<file path="config.mk">
export PLATFORM = sky130hd
export DESIGN_NAME = rate_sweep_ctrl
export DESIGN_NICKNAME = d
export VERILOG_FILES = /design/src/rtl/rate_sweep_ctrl.sv
export SDC_FILE = /design/constraint.sdc
export NUM_CORES = 1
export LEC_CHECK = 0
export BUFFER_PORTS_ARGS = -buffer_cell sky130_fd_sc_hd__buf_4
export CORE_MARGIN = 3
export CORE_UTILIZATION = 55
export CTS_CLUSTER_SIZE = 24
export DETAILED_ROUTE_END_ITERATION = 16
export GPL_TIMING_DRIVEN = 0
export PLACE_DENSITY = 0.76
export SYNTH_ARGS = -nofsm -noshare
export SYNTH_HDL_FRONTEND = slang
export SYNTH_SLANG_ARGS = --single-unit
</file>
<file path="constraint.sdc">
create_clock -name clk -period 3.6 [get_ports clk]
set_input_delay 0.36 -clock clk [delete_from_list [all_inputs] [get_ports clk]]
set_output_delay 0.36 -clock clk [all_outputs]
set_load 0.005 [all_outputs]
</file>
<file path="src/rtl/rate_sweep_ctrl.sv">
// Automatic frequency-select sweep for the rate-meter test generator.
// Steps sel 0..7, settles, counts rising edges over a gate window, and reports each count via valid/ready.
`timescale 1ns/1ps
module rate_sweep_ctrl #(
  parameter int unsigned GATE_CYCLES   = 1000000,
  parameter int unsigned SETTLE_CYCLES = 16,
  parameter int unsigned CNT_W         = 24
) (
  input  logic             clk,
  input  logic             rst,
  input  logic             start,
  input  logic             abort,
  input  logic             pulse_in,
  output logic [2:0]       sel,
  output logic             busy,
  output logic [CNT_W-1:0] result,
  output logic [2:0]       result_sel,
  output logic             result_ovf,
  output logic             result_valid,
  input  logic             result_ready,
  output logic             done
);

  localparam int unsigned GATE_W   = 32;
  localparam int unsigned SETTLE_W = 16;
  localparam logic [GATE_W-1:0]   GATE_LOAD   = GATE_W'(GATE_CYCLES - 1);
  localparam logic [SETTLE_W-1:0] SETTLE_LOAD = SETTLE_W'(SETTLE_CYCLES - 1);
  localparam logic [CNT_W-1:0]    CNT_MAX     = '1;
  localparam logic [2:0]          SEL_LAST    = 3'd7;

  typedef enum logic [1:0] {
    ST_IDLE   = 2'd0,
    ST_SETTLE = 2'd1,
    ST_GATE   = 2'd2,
    ST_REPORT = 2'd3
  } state_t;

  state_t              r_state;
  state_t              w_state_nxt;
  logic                r_prev;
  logic [SETTLE_W-1:0] r_settle_cnt;
  logic [GATE_W-1:0]   r_gate_cnt;
  logic [CNT_W-1:0]    r_cnt;
  logic                r_ovf;
  logic [2:0]          r_sel;
  logic                r_busy;
  logic [CNT_W-1:0]    r_result;
  logic [2:0]          r_result_sel;
  logic                r_result_ovf;
  logic                r_result_valid;
  logic                r_done;

  logic w_xfer;
  logic w_settle_last;
  logic w_gate_last;
  logic w_edge;
  logic w_cnt_sat;
  logic [CNT_W-1:0] w_cnt_nxt;
  logic w_ovf_nxt;

  logic w_load_settle;
  logic w_sel_clr;
  logic w_sel_inc;
  logic w_gate_start;
  logic w_count;
  logic w_capture;
  logic w_valid_clr;
  logic w_done_set;

  assign w_xfer        = r_result_valid & result_ready;
  assign w_settle_last = (r_settle_cnt == '0);
  assign w_gate_last   = (r_gate_cnt == '0);
  assign w_edge        = pulse_in & ~r_prev;
  assign w_cnt_sat     = (r_cnt == CNT_MAX);
  // A rising edge that arrives while the counter is full is dropped and flagged.
  assign w_cnt_nxt     = (w_edge && !w_cnt_sat) ? r_cnt + CNT_W'(1) : r_cnt;
  assign w_ovf_nxt     = r_ovf | (w_edge & w_cnt_sat);

  // State register
  always_ff @(posedge clk) begin
    if (rst) r_state <= ST_IDLE;
    else     r_state <= w_state_nxt;
  end

  // Next-state logic; abort beats every other transition outside IDLE
  always_comb begin
    w_state_nxt = r_state;
    case (r_state)
      ST_IDLE:   if (start) w_state_nxt = ST_SETTLE;
      ST_SETTLE: begin
        if (abort)              w_state_nxt = ST_IDLE;
        else if (w_settle_last) w_state_nxt = ST_GATE;
      end
      ST_GATE: begin
        if (abort)            w_state_nxt = ST_IDLE;
        else if (w_gate_last) w_state_nxt = ST_REPORT;
      end
      ST_REPORT: begin
        if (abort)       w_state_nxt = ST_IDLE;
        else if (w_xfer) w_state_nxt = (r_sel == SEL_LAST) ? ST_IDLE : ST_SETTLE;
      end
      default: w_state_nxt = ST_IDLE;
    endcase
  end

  // Output/control decode driving the datapath registers
  always_comb begin
    w_load_settle = 1'b0;
    w_sel_clr     = 1'b0;
    w_sel_inc     = 1'b0;
    w_gate_start  = 1'b0;
    w_count       = 1'b0;
    w_capture     = 1'b0;
    w_valid_clr   = 1'b0;
    w_done_set    = 1'b0;
    case (r_state)
      ST_IDLE: begin
        w_sel_clr     = start;
        w_load_settle = start;
      end
      ST_SETTLE: w_gate_start = w_settle_last & ~abort;
      ST_GATE: begin
        w_count   = ~abort;
        w_capture = w_gate_last & ~abort;
      end
      ST_REPORT: begin
        w_valid_clr   = w_xfer | abort;
        w_sel_inc     = w_xfer & ~abort & (r_sel != SEL_LAST);
        w_load_settle = w_sel_inc;
        w_done_set    = w_xfer & ~abort & (r_sel == SEL_LAST);
      end
      default: ;
    endcase
  end

  // Datapath registers
  always_ff @(posedge clk) begin
    if (rst) begin
      r_prev         <= 1'b0;
      r_settle_cnt   <= '0;
      r_gate_cnt     <= '0;
      r_cnt          <= '0;
      r_ovf          <= 1'b0;
      r_sel          <= 3'd0;
      r_busy         <= 1'b0;
      r_result       <= '0;
      r_result_sel   <= 3'd0;
      r_result_ovf   <= 1'b0;
      r_result_valid <= 1'b0;
      r_done         <= 1'b0;
    end else begin
      r_prev <= pulse_in;
      r_busy <= (w_state_nxt != ST_IDLE);
      r_done <= w_done_set;

      if (w_load_settle)
        r_settle_cnt <= SETTLE_LOAD;
      else if (r_state == ST_SETTLE && !w_settle_last)
        r_settle_cnt <= r_settle_cnt - SETTLE_W'(1);

      if (w_gate_start)
        r_gate_cnt <= GATE_LOAD;
      else if (r_state == ST_GATE && !w_gate_last)
        r_gate_cnt <= r_gate_cnt - GATE_W'(1);

      if (w_sel_clr)      r_sel <= 3'd0;
      else if (w_sel_inc) r_sel <= r_sel + 3'd1;

      if (w_gate_start) begin
        r_cnt <= '0;
        r_ovf <= 1'b0;
      end else if (w_count) begin
        r_cnt <= w_cnt_nxt;
        r_ovf <= w_ovf_nxt;
      end

      // Capture includes the edge seen on the final gate cycle
      if (w_capture) begin
        r_result       <= w_cnt_nxt;
        r_result_ovf   <= w_ovf_nxt;
        r_result_sel   <= r_sel;
        r_result_valid <= 1'b1;
      end else if (w_valid_clr) begin
        r_result_valid <= 1'b0;
      end
    end
  end

  assign sel          = r_sel;
  assign busy         = r_busy;
  assign result       = r_result;
  assign result_sel   = r_result_sel;
  assign result_ovf   = r_result_ovf;
  assign result_valid = r_result_valid;
  assign done         = r_done;

endmodule

</file>
* Word-level counts from Yosys, hierarchy flattened
Index checks and enable logic that the tools add are counted.
Word-level totals: flip-flop bits (word level) 110, logic and storage cells 78, output and inout bits 34
Operators by class: mux-type cells 23, bitwise gates (word level) 13, equal/unequal tests 6, reduce and logical (&&, ||, !) cells 17, $add $sub $neg 4
Operators by type and width (count):
- 2-to-1 mux 20 bit | 2
- logical NOT 32 bit | 1
- subtractor 32 x 1 -> 32 bit, second input constant | 1
- adder 24 x 1 -> 24 bit, second input constant | 1
- == test 24 bit, second input constant | 1
- 2-to-1 mux 24 bit | 1
- logical NOT 16 bit | 1
- subtractor 16 x 1 -> 16 bit, second input constant | 1
- 2-to-1 mux 2 bit | 7
- 2-to-1 mux 1 bit | 9
- AND 1 bit | 8
- 2-to-1 mux 4 bit | 2
- one-hot mux 2 bit (4 select lines) | 1
- nonzero test 2 bit | 4
- OR reduction 2 bit | 4
- == test 2 bit, second input constant | 2
- adder 3 x 1 -> 3 bit, second input constant | 1
- == test 3 bit, second input constant | 1
- logical AND 1 bit | 3
- logical NOT 1 bit | 3
- inequality test 3 bit, second input constant | 1
- inverter 1 bit | 3
- == test 2 x 1 -> 1 bit, second input constant | 1
- logical NOT 2 bit | 1
- other kinds (2) | 3

* Depth between registers and ports, before layout
Gate-level depths: netlist (run 1).
depth in word-level cells 6, gate-level depth with buffers 10, mapped depth without buffers 8

* Least setup slack after synthesis (run 1)
OpenSTA, ideal clock, no wires.
kind reg-to-reg, start register r_gate_cnt[3], end register r_busy (netlist: busy), slack 1.274 ns, arrival time 2.256 ns, cell stages (with the launch flop) 9, setup time 0.071 ns, path through dfxtp_1 -> nor4_4 -> nand4b_2 -> or4_1 -> clkbuf_2 -> or2_1 -> buf_6 -> a221oi_2 -> o21bai_1
Between the ends: word-level cells in the longest chain between the ends 5
RTL lines:
- from (decl) | line 42 | logic [GATE_W-1:0] r_gate_cnt;
- from (signal assigned) | line 164 | r_gate_cnt <= r_gate_cnt - GATE_W'(1);
- logical NOT 32 bit | line 72 | assign w_gate_last = (r_gate_cnt == '0);
- 2-to-1 mux 2 bit | line 96 | else if (w_gate_last) w_state_nxt = ST_REPORT;
- 2-to-1 mux 2 bit | line 95 | if (abort) w_state_nxt = ST_IDLE;
- one-hot mux 2 bit (4 select lines) | line 88 | case (r_state)
- nonzero test 2 bit | line 153 | r_busy <= (w_state_nxt != ST_IDLE);
- to (signal assigned) | line 153
- to (decl) | line 46 | logic r_busy;
Every way passes these cells. A chain may end at the register's enable or synchronous reset.

* Worst setup path in the final report (run 1)
start register r_state[0], end register r_result[22] (netlist: result[22])
Between the ends: word-level cells in the longest chain between the ends 2
RTL lines:
- from (decl) | line 38 | state_t r_state;
- from (signal assigned) | line 82 | else r_state <= w_state_nxt;
- == test 2 bit | line 116 | case (r_state)
- 2-to-1 mux 1 bit | line 116
- to (signal assigned) | line 179 | r_result <= w_cnt_nxt;
- to (decl) | line 47 | logic [CNT_W-1:0] r_result;
Every way passes these cells.

==> run_results.csv, run 1 <==
group,metric,value,unit
final_layout,area_of_combinational_cells_with_multiple_inputs,0.00294,mm²
timing,setup_repair_after_global_routing_missed_its_margin,"no",
grt,global_router_s_overall_resource_usage,0.232,
worst_setup_path,worst_ep_arrival_time,3.08,ns
timing,final-hold-violation-count,0,
final_layout,seq_area,0.00220,mm²
pwr,worst_ir_drop_vdd,0.248,mV
place,dpl.hpwl,8910,µm
timing,report.final.slew_viol_count,0,
worst_setup_path,crit_path_start,"r_state[0]",
worst_setup_path,crit_path_max_incr_delay,0.62,ns
timing,timing.max_slew.rel_slack,0.399,
place,placedCellCount,786,
worst_setup_path,worst_setup_path_endpoint,"result[22]",
worst_setup_path,timing.critical_path.from_type,"register",
route,wire_per_inst,15.4,µm
route,dr_total_vias,4650,
timing,layout_worst_path_cycle_share,0.796,
grt,grt_max_degree,17,
cts,insertion_delay,0.36,ns
yosys,synth_top_area_frac,0.418,
floorplanning,core_area,0.00928,mm²
worst_setup_path,rr_worst_depth,7,
final_layout,layout-drive-gt1-share,0.103,
final_layout,commonest_non_fill_non_tap_cells_in_the_layout,"110 x sky130_fd_sc_hd__dfxtp_1, 109 x sky130_fd_sc_hd__nor2_1, 40 x sky130_fd_sc_hd__xnor2_1",
yosys,synth_warnings,0,
pwr,cellLeakagePower,2.06,nW
final_layout,syn_to_final_growth,12.0,%
yosys,netlist_area,0.00526,mm²
floorplanning,ioPinCount,40,
timing,final.setup.tns,0,ns
worst_setup_path,rrSetupSlack,0.74,ns
run_status,status,"finished, final reports clean",
pwr,power_dens_cells,452,mW/mm²
yosys,yosys_reg_bits,110,
grt,antenna_found_initial,0,
final_layout,insertedDiodeCount,0,
cts,tritoncts.num_buffers,9,
place,numPortBuffers,38,
final_layout,final_cell_area,0.00589,mm²
floorplanning,die_ar,0.0108,mm²
worst_setup_path,r2r_end,"result[22]",
route,detail_route.iter0.violations,263,
worst_setup_path,timing.critical_path.slowest_stage_cell,"sky130_fd_sc_hd__nor4_2",
worst_setup_path,path_common_cell,"sky130_fd_sc_hd__clkbuf_1",
final_layout,finish.cell_count_without_fillers,800,
worst_setup_path,cp_max_fo,10,
route,post-route-drc-count,0,
timing,setup_viol,0,
grt,gr-total-overflow,0,
yosys,synth.yosys.seq_area_share,0.418,
timing,timing.hold.ws,0.264,ns
worst_setup_path,critical_path.endpoint_type,"register",
yosys,syn-instance-count,619,
final_layout,fillerInstances,856,
yosys,synthesis.nets,637,
yosys,synth.avg_cell_area,8.50,µm²
yosys,post_synth_num_cell_types,51,
cts,clock-sinks,110,
worst_setup_path,regToRegStartpoint,"r_state[0]",
route,antenna_violating_nets_post_route,0,
floorplanning,fp.dieH,104,µm
cts,ctsRootBufferMaster,"sky130_fd_sc_hd__clkbuf_8",
worst_hold_path,worstHoldPathType,"input pin to register",
place,dpl_cell_area,0.00571,mm²
final_layout,finalNetCount,686,
floorplanning,initial_utilization,0.567,
cts,htree_levels,3,
cts,cts_tree,"built",
worst_setup_path,timing.critical_path.cells,"inv_1, ha_1, nand2b_1, nor4_2, clkbuf_1, clkbuf_1, a211oi_1",
place,globalplace.congestion,0.896,
final_layout,mostFrequentLayoutCell,"sky130_fd_sc_hd__dfxtp_1",
timing,worst_pin_slew,0.894,ns
route,postRouteWirelength,12300,µm
floorplanning,core.rowCount,35,
grt,global_route_wire_length_before_repair,21000,µm
floorplanning,width_of_the_chip,104,µm
grt,grt_pass1_vias,4517,
yosys,yosysTopAreaCell,"sky130_fd_sc_hd__dfxtp_1",
yosys,netlist_top_cells_area,"sky130_fd_sc_hd__dfxtp_1 42%, sky130_fd_sc_hd__nor2_1 7.8%, sky130_fd_sc_hd__xnor2_1 6.7%",
cts,cts.reportedPaths.clkPinSlew,0.10,ns
route,routed_via_density,5.81,
timing,fmax,349,MHz
run,max_cap_viol_count,0,
worst_setup_path,critical_path_required,3.81,ns
route,detail_route.first_pass.iterations,5,
worst_setup_path,timing.setup.critical_path_class,"register to register",
cts,max-clock-path-buffers,2,
timing,fin_crit,2.86,ns
timing,clock_skew,0.00966,ns
[cell families (layout without fill, tap and decap cells)]
group           after synthesis  count (layout)  synth area share
simple gates                288             288             0.276
flops                       110             110             0.418
compound gates               95              95             0.116
xor+xnor                     77              77             0.128
buf+inv                      33              85            0.0252
fa+ha+maj                    12              12            0.0285
mux                           4               4           0.00761
[layout make-up]
type	instances	area share
Tap cell	129	0.0274
Buffer	26	0.0180
Inverter	7	0.00446
Multi-Input combinational cell	476	0.498
Sequential cell	110	0.374
Clock inverter	4	0.00849
Timing Repair Buffer	38	0.0484
Clock buffer	10	0.0217
[per-stage QoR]
| step | worst slack, ns | total power [mW] | util |
|---|---|---|---|
| 6_report | 0.736 | 2.67 | 0.635 |
| 3_5_place_dp | 0.517 | 1.96 | 0.615 |
| 5_1_grt | 0.284 | 2.81 | 0.635 |
| 3_3_place_gp | 0.508 | 1.93 | 0.615 |
| 4_1_cts | 0.490 | 2.67 | 0.634 |
| 2_1_floorplan | 1.27 | 1.81 | - |
[report_power, final]
| group | total (mW) | internal [mW] | switching (mW) |
|---|---|---|---|
| Combinational | 0.607 | 0.232 | 0.375 |
| Sequential | 1.34 | 1.28 | 0.0643 |
| Clock | 0.718 | 0.314 | 0.404 |
| Total | 2.67 | 1.82 | 0.843 |
[cell usage after synthesis (all sizes together)]
cell     count
or4         10
or3         13
o31a         2
and4b        2
nor4        21
xor2        37
nand2b       6
nand3       23
o2111a       1
and3         3
or2          7
nand3b       3
xnor2       40
a31oi        3
nor2b        3
mux2i        4
a211oi      18
clkbuf      25
inv          7
and4         1
nor3        27
nor2       110
o311a        3
buf          1
a21oi       36
nand4b       6
nand4       10
o31ai        2
o41ai        2
ha          12
a21o         2
dfxtp      110
nand2       38
and2         1
o21ai       17
nor3b        4
a2111oi      1
a21boi       1
a221oi       1
o311ai       2
o21bai       4
[worst max-delay path: cells and delay by family (launching register included)]
family | cells | cell delay, ns
fa+ha+maj | 1 | 0.31
buf+inv | 3 | 1.01
simple gates | 2 | 0.86
compound gates | 1 | 0.17
flops | 1 | 0.36
[worst min path at each step]
stage / from / to / slack (ns) / cells past startpoint
after global placement: result_sel[2] / result_sel[2] / 0.44 / 2
after global routing: pulse_in / r_prev / 0.29 / 2
after floorplan: r_ovf / r_ovf / 0.44 / 2
final: pulse_in / r_prev / 0.26 / 2
after CTS: pulse_in / r_prev / 0.25 / 2
after detailed placement: result_sel[1] / result_sel[1] / 0.44 / 2
[metal layers]
| layer | vias to the layer above | global-route usage | part of all wire |
|---|---|---|---|
| li1 | 2277 | - | - |
| met1 | 2189 | 0.308 | 0.46 |
| met2 | 154 | 0.378 | 0.46 |
| met3 | 30 | 0.0374 | 0.059 |
| met4 | 0 | 0.0902 | 0.019 |
| met5 | - | 0 | 0 |
[registers in the layout, summed over array words and instances (netlist names)]
name and count:
r_state 2, r_ovf 1, result_sel 3, result_valid 1
result 24, r_settle_cnt 16, r_cnt 24, sel 3
done 1, result_ovf 1, busy 1, r_prev 1
r_gate_cnt 32
[what timing repair did]
| item | in CTS | in global routing |
|---|---|---|
| endpoints found under the setup margin | 0 | 3 |
| buffers inserted | 0 | 0 |
| resized for setup | 0 | 1 |
| hold buffers | 0 | 0 |
No activity file was read; power rests on OpenSTA's default activity.
==> run 2, diff against run 1 <==
--- a/config.mk
+++ b/config.mk
@@ -7,11 +7,11 @@
 export LEC_CHECK = 0
 export BUFFER_PORTS_ARGS = -buffer_cell sky130_fd_sc_hd__buf_4
 export CORE_MARGIN = 3
-export CORE_UTILIZATION = 55
+export CORE_UTILIZATION = 54
 export CTS_CLUSTER_SIZE = 24
 export DETAILED_ROUTE_END_ITERATION = 16
 export GPL_TIMING_DRIVEN = 0
-export PLACE_DENSITY = 0.76
+export PLACE_DENSITY = 0.78
 export SYNTH_ARGS = -nofsm -noshare
 export SYNTH_HDL_FRONTEND = slang
 export SYNTH_SLANG_ARGS = --single-unit
==> constraint.sdc (replaced) <==
create_clock -name clk -period 2.4 [get_ports clk]
set_input_delay 0.24 -clock clk [delete_from_list [all_inputs] [get_ports clk]]
set_output_delay 0.24 -clock clk [all_outputs]
set_load 0.005 [all_outputs]
==> run 2 against run 1 <==
Global-route usage is 0.35 points lower. Largest cell class unchanged. Maximum frequency is 21% higher. Via count is 3.0% higher. First-iteration DRC count is 18% higher. Cell area is 7.5% higher. Largest power group unchanged. Worst hold slack worse by 0.11 ns. Non-clock buffer count is 15 higher. Clock-buffer cell count is 1 higher.
==> run_results.csv, run 2 (synthesis results as in run 1) <==
group,metric,value,unit
timing,layout_worst_path_cycle_share,0.983,
floorplanning,ioPinCount,40,
final_layout,layout-drive-gt1-share,0.205,
worst_setup_path,timing.critical_path.from_type,"register",
cts,ctsRootBufferMaster,"sky130_fd_sc_hd__clkbuf_8",
grt,global_route_wire_length_before_repair,21000,µm
route,wire_per_inst,16.1,µm
run_status,status,"finished, final reports clean",
final_layout,insertedDiodeCount,0,
floorplanning,die_ar,0.0110,mm²
place,dpl_cell_area,0.00571,mm²
grt,global_router_s_overall_resource_usage,0.228,
final_layout,finalNetCount,702,
final_layout,finish.cell_count_without_fillers,818,
final_layout,mostFrequentLayoutCell,"sky130_fd_sc_hd__nor2_1",
cts,clock-sinks,110,
floorplanning,core_area,0.00937,mm²
pwr,power_dens_cells,678,mW/mm²
floorplanning,width_of_the_chip,105,µm
grt,gr-total-overflow,0,
worst_setup_path,worst_ep_arrival_time,2.66,ns
place,dpl.hpwl,8890,µm
timing,setup_viol,0,
worst_hold_path,worstHoldPathType,"input pin to register",
cts,max-clock-path-buffers,2,
place,numPortBuffers,38,
timing,report.final.slew_viol_count,0,
route,detail_route.first_pass.iterations,5,
timing,timing.max_slew.rel_slack,0.537,
final_layout,largest_register_ff_count,32,
route,postRouteWirelength,13200,µm
pwr,cellLeakagePower,2.29,nW
place,placedCellCount,786,
final_layout,final_cell_area,0.00634,mm²
final_layout,postLayoutCoreUtil,0.676,
grt,grt_max_degree,19,
timing,clock_skew,0.0121,ns
route,dr_total_vias,4788,
timing,fmax,424,MHz
cts,insertion_delay,0.37,ns
final_layout,syn_to_final_growth,20.4,%
timing,worst_pin_slew,0.691,ns
route,detail_route.iter0.violations,311,
final_layout,regMostFlops,"r_gate_cnt",
timing,setup_repair_after_global_routing_missed_its_margin,"yes",
worst_setup_path,cp_max_fo,5,
route,post-route-drc-count,0,
pwr,p_total,4.30,mW
cts,tritoncts.num_buffers,9,
cts,cts.reportedPaths.clkPinSlew,0.11,ns
route,routed_via_density,5.85,
timing,final-hold-violation-count,0,
worst_setup_path,critical_path.endpoint_type,"register",
floorplanning,initial_utilization,0.562,
place,globalplace.congestion,0.874,
cts,cts_tree,"built",
cts,htree_levels,3,
cts,cts_hold_repair.buffers,0,
worst_setup_path,critical_path_required,2.70,ns
grt,grt_pass1_vias,4417,
run,max_cap_viol_count,0,
timing,fin_crit,2.36,ns
route,antenna_violating_nets_post_route,0,
final_layout,commonest_non_fill_non_tap_cells_in_the_layout,"108 x sky130_fd_sc_hd__nor2_1, 103 x sky130_fd_sc_hd__dfxtp_1, 58 x sky130_fd_sc_hd__buf_4",
grt,antenna_found_initial,0,
floorplanning,core.rowCount,35,
pwr,worst_ir_drop_vdd,0.382,mV
floorplanning,fp.dieH,105,µm
worst_setup_path,timing.setup.critical_path_class,"register to register",
## run 2: changes by cell type in the layout (fill, tap and decap cells not counted), sizes merged, moves of 2 or more
cell / delta
clkinvlp: -2
clkinv: +3
clkbuf: -5
buf: +21
## run 2: routing by layer
| layer | share of wire | track usage |
|---|---|---|
| met1 | 0.45 | 0.304 |
| met2 | 0.49 | 0.381 |
| met4 | 0.011 | 0.0637 |
| met3 | 0.048 | 0.0401 |
| met5 | 0 | 0 |
## run 2: final cells by class
type | count | area [µm²]
clock buffers | 11 | 141
inverters | 7 | 26.3
repair buffers | 58 | 435
multi-input cells | 477 | 3220
flip-flops and latches | 110 | 2210
well taps | 129 | 161
fillers | 770 | 3030
plain buffers | 21 | 101
clock inverters | 5 | 43.8
## run 2: through the flow
stage,hold WS (ns),setup TNS [ns],setup slack [ns]
final,0.157,0,0.0402
after global routing,0.148,-0.520,-0.0916
after CTS,0.120,0,0.00210
after detailed placement,0.462,-23.72,-0.700
after global placement,0.440,-20.86,-0.735
after floorplan,0.368,0,0.0739
## run 2: path summary, 6_finish.rpt
path | from | endpoint | slack, ns | cells after the start
min | pulse_in | r_prev | 0.16 | 2
max | r_gate_cnt[0] | busy | 0.04 | 9
max reg2reg | r_gate_cnt[0] | busy | 0.04 | 9
min reg2reg | result_sel[2] | result_sel[2] | 0.47 | 2
## run 2: critical path, stage by stage (launching register included)
cell and delay, ns:
sky130_fd_sc_hd__dfxtp_2 0.34, sky130_fd_sc_hd__inv_2 0.07, sky130_fd_sc_hd__ha_4 0.13, sky130_fd_sc_hd__nor3b_4 0.23
sky130_fd_sc_hd__nand3_2 0.11, sky130_fd_sc_hd__or4_4 0.56, sky130_fd_sc_hd__or2_1 0.25, sky130_fd_sc_hd__buf_6 0.14
sky130_fd_sc_hd__a221oi_4 0.30, sky130_fd_sc_hd__o21bai_4 0.17
## run 2: timing repair
action / CTS / global route
hold endpoints to repair: 0 / 0
setup buffers: 5 / 15
cloned: 0 / 1
endpoints found under the setup margin: 88 / 94
pin swaps: 7 / 10
gates resized for setup: 35 / 38
## run 2: power by group
part / switching (mW) / internal, mW
registers: 0.104 / 1.92
logic: 0.671 / 0.546
clock network: 0.639 / 0.419
total: 1.41 / 2.88
==> run 3, diff against run 2 <==
--- a/config.mk
+++ b/config.mk
@@ -7,11 +7,11 @@
 export LEC_CHECK = 0
 export BUFFER_PORTS_ARGS = -buffer_cell sky130_fd_sc_hd__buf_4
 export CORE_MARGIN = 3
-export CORE_UTILIZATION = 54
+export CORE_UTILIZATION = 55
 export CTS_CLUSTER_SIZE = 24
 export DETAILED_ROUTE_END_ITERATION = 16
 export GPL_TIMING_DRIVEN = 0
-export PLACE_DENSITY = 0.78
+export PLACE_DENSITY = 0.76
 export SYNTH_ARGS = -nofsm -noshare
 export SYNTH_HDL_FRONTEND = slang
 export SYNTH_SLANG_ARGS = --single-unit
==> constraint.sdc (replaced) <==
create_clock -name clk -period 2.3 [get_ports clk]
set_input_delay 0.23 -clock clk [delete_from_list [all_inputs] [get_ports clk]]
set_output_delay 0.23 -clock clk [all_outputs]
set_load 0.005 [all_outputs]
==> run 3 against run 2 <==
First-iteration DRC count is 5.5% higher. Cell area is 3.5% higher. Critical path depth is 2 lower. Wire length is 2.6% higher. Register-to-register slack worse by 0.04 ns. Highest routed layer unchanged. Total power is 6.0% higher. Critical path type unchanged.
==> run_results.csv, run 3 (synthesis results as in run 1) <==
group,metric,value,unit
final_layout,layout-drive-gt1-share,0.247,
worst_setup_path,levels_on_crit_path,7,
timing,setup_repair_after_global_routing_missed_its_margin,"yes",
run_status,status,"finished, final reports clean",
grt,global_route_wire_length_before_repair,21400,µm
worst_setup_path,timing.critical_path.cells,"nor4_4, nand4b_4, or4_4, or2_1, buf_6, a221oi_4, o21bai_1",
pwr,power.internal,3.09,mW
final_layout,insertedDiodeCount,0,
worst_setup_path,crit_family,"simple AND/OR/NAND/NOR gates",
worst_setup_path,timing.setup.critical_path_class,"register to register",
route,detail_route.first_pass.iterations,5,
timing,clock_skew,0.0180,ns
worst_setup_path,crit_path_max_incr_delay,0.57,ns
cts,clock-sinks,110,
floorplanning,core_area,0.00928,mm²
run,max_cap_viol_count,0,
grt,grt_max_degree,19,
place,post-place-ws,-0.806,ns
worst_setup_path,critical_path_required,2.60,ns
floorplanning,initial_utilization,0.567,
timing,worst_pin_slew,0.672,ns
cts,insertion_delay,0.38,ns
timing,layout_worst_path_cycle_share,1.00,
worst_setup_path,worst_setup_path_endpoint,"busy",
worst_setup_path,r2r_end,"busy",
worst_setup_path,cp_max_fo,5,
route,wire_per_inst,16.3,µm
pwr,sw_frac_of_total,0.322,
timing,timing.max_slew.rel_slack,0.551,
pwr,net-switching-power,1.47,mW
place,dpl.hpwl,8570,µm
timing,fmax,435,MHz
timing,setup_viol,0,
place,numPortBuffers,38,
worst_setup_path,worst_ep_arrival_time,2.60,ns
route,dr_total_vias,4879,
cts,cts_hold_repair.buffers,0,
cts,tritoncts.num_buffers,9,
route,postRouteWirelength,13500,µm
floorplanning,fp.dieH,104,µm
worst_setup_path,timing.critical_path.from_type,"register",
route,antenna_violating_nets_post_route,0,
pwr,pwr-share-clk,0.268,
place,globalplace.congestion,0.891,
pwr,p_total,4.56,mW
final_layout,final_cell_area,0.00656,mm²
route,post-route-drc-count,0,
grt,antenna_found_initial,0,
pwr,pwr-share-comb,0.269,
worst_setup_path,rrSetupSlack,0.001,ns
worst_setup_path,timing.critical_path.slowest_stage_cell,"sky130_fd_sc_hd__or4_4",
worst_setup_path,regToRegStartpoint,"r_gate_cnt[10]",
timing,report.final.slew_viol_count,0,
timing,final-hold-violation-count,0,
cts,ctsRootBufferMaster,"sky130_fd_sc_hd__clkbuf_8",
worst_setup_path,rr_worst_depth,7,
worst_setup_path,crit_path_start,"r_gate_cnt[10]",
timing,post-route-worst-setup-slack,0.00104,ns
floorplanning,die_ar,0.0108,mm²
floorplanning,width_of_the_chip,104,µm
final_layout,largest_register_ff_count,32,
worst_setup_path,critical_path.endpoint_type,"register",
grt,global_router_s_overall_resource_usage,0.238,
cts,htree_levels,3,
place,dpl_cell_area,0.00572,mm²
worst_setup_path,path_buf_inv,1,
worst_hold_path,worstHoldPathType,"input pin to register",
pwr,cellLeakagePower,2.42,nW
final_layout,finalNetCount,717,
route,routed_via_density,5.86,
final_layout,postLayoutCoreUtil,0.707,
pwr,power_dens_cells,694,mW/mm²
pwr,worst_ir_drop_vdd,0.385,mV
floorplanning,ioPinCount,40,
timing,fin_crit,2.30,ns
grt,grt_pass1_vias,4580,
final_layout,regMostFlops,"r_gate_cnt",
grt,gr-total-overflow,0,
route,detail_route.iter0.violations,328,
cts,cts_tree,"built",
cts,cts.reportedPaths.clkPinSlew,0.10,ns
pwr,power.share.sequential,0.462,
final_layout,commonest_non_fill_non_tap_cells_in_the_layout,"106 x sky130_fd_sc_hd__nor2_1, 94 x sky130_fd_sc_hd__dfxtp_1, 73 x sky130_fd_sc_hd__buf_4",
floorplanning,core.rowCount,35,
cts,max-clock-path-buffers,2,
final_layout,syn_to_final_growth,24.7,%
final_layout,mostFrequentLayoutCell,"sky130_fd_sc_hd__nor2_1",
timing,final.setup.tns,0,ns
==> run 3: changes by cell type in the layout (fill, tap and decap cells not counted), moves of 4 or more <==
cell,delta
sky130_fd_sc_hd__buf_4,+15
sky130_fd_sc_hd__dfxtp_2,+4
sky130_fd_sc_hd__dfxtp_4,+5
sky130_fd_sc_hd__dfxtp_1,-9
==> run 3: layout make-up <==
| class | instances | area, µm² |
|---|---|---|
| well taps | 129 | 161 |
| plain buffers | 21 | 110 |
| multi-input cells | 477 | 3260 |
| fillers | 720 | 2720 |
| flip-flops and latches | 110 | 2240 |
| inverters | 7 | 26.3 |
| clock inverters | 6 | 68.8 |
| repair buffers | 73 | 561 |
| clock buffers | 10 | 138 |
==> run 3: worst min path at each step <==
stage / start / to / cells past startpoint
2_1_floorplan: pulse_in / r_prev / 1
3_3_place_gp: result_sel[2] / result_sel[2] / 2
3_5_place_dp: result_sel[1] / result_sel[1] / 2
4_1_cts: pulse_in / r_prev / 2
5_1_grt: pulse_in / r_prev / 2
6_report: pulse_in / r_prev / 2
==> run 3: power groups by stage <==
stage | clock network [mW] | registers (mW) | logic [mW]
3_3_place_gp | 0 | 2.13 | 0.882
2_1_floorplan | 0 | 2.12 | 0.718
3_5_place_dp | 0 | 2.14 | 0.912
4_1_cts | 1.23 | 2.10 | 1.15
5_1_grt | 1.32 | 2.12 | 1.34
6_report | 1.22 | 2.11 | 1.23
==> run 3: through the flow <==
stage	hold slack, ns	instances
final	0.0945	833
after global routing	0.0977	833
after detailed placement	0.444	786
after floorplan	0.358	619
after global placement	0.439	786
after CTS	0.0972	821
==> run 3: repair_timing <==
item,in CTS,in global routing
setup endpoints to repair,90,85
gates resized for setup,59,46
gates cloned,1,0
buffers inserted,19,16
pin swaps,12,16
==> run 3: routing by layer <==
metal | part of all wire | vias to the layer above | global-route usage
met5 | 0 | - | 0
met4 | 0.022 | 0 | 0.0931
met3 | 0.062 | 28 | 0.0386
met2 | 0.47 | 172 | 0.381
met1 | 0.45 | 2341 | 0.322
li1 | - | 2338 | -
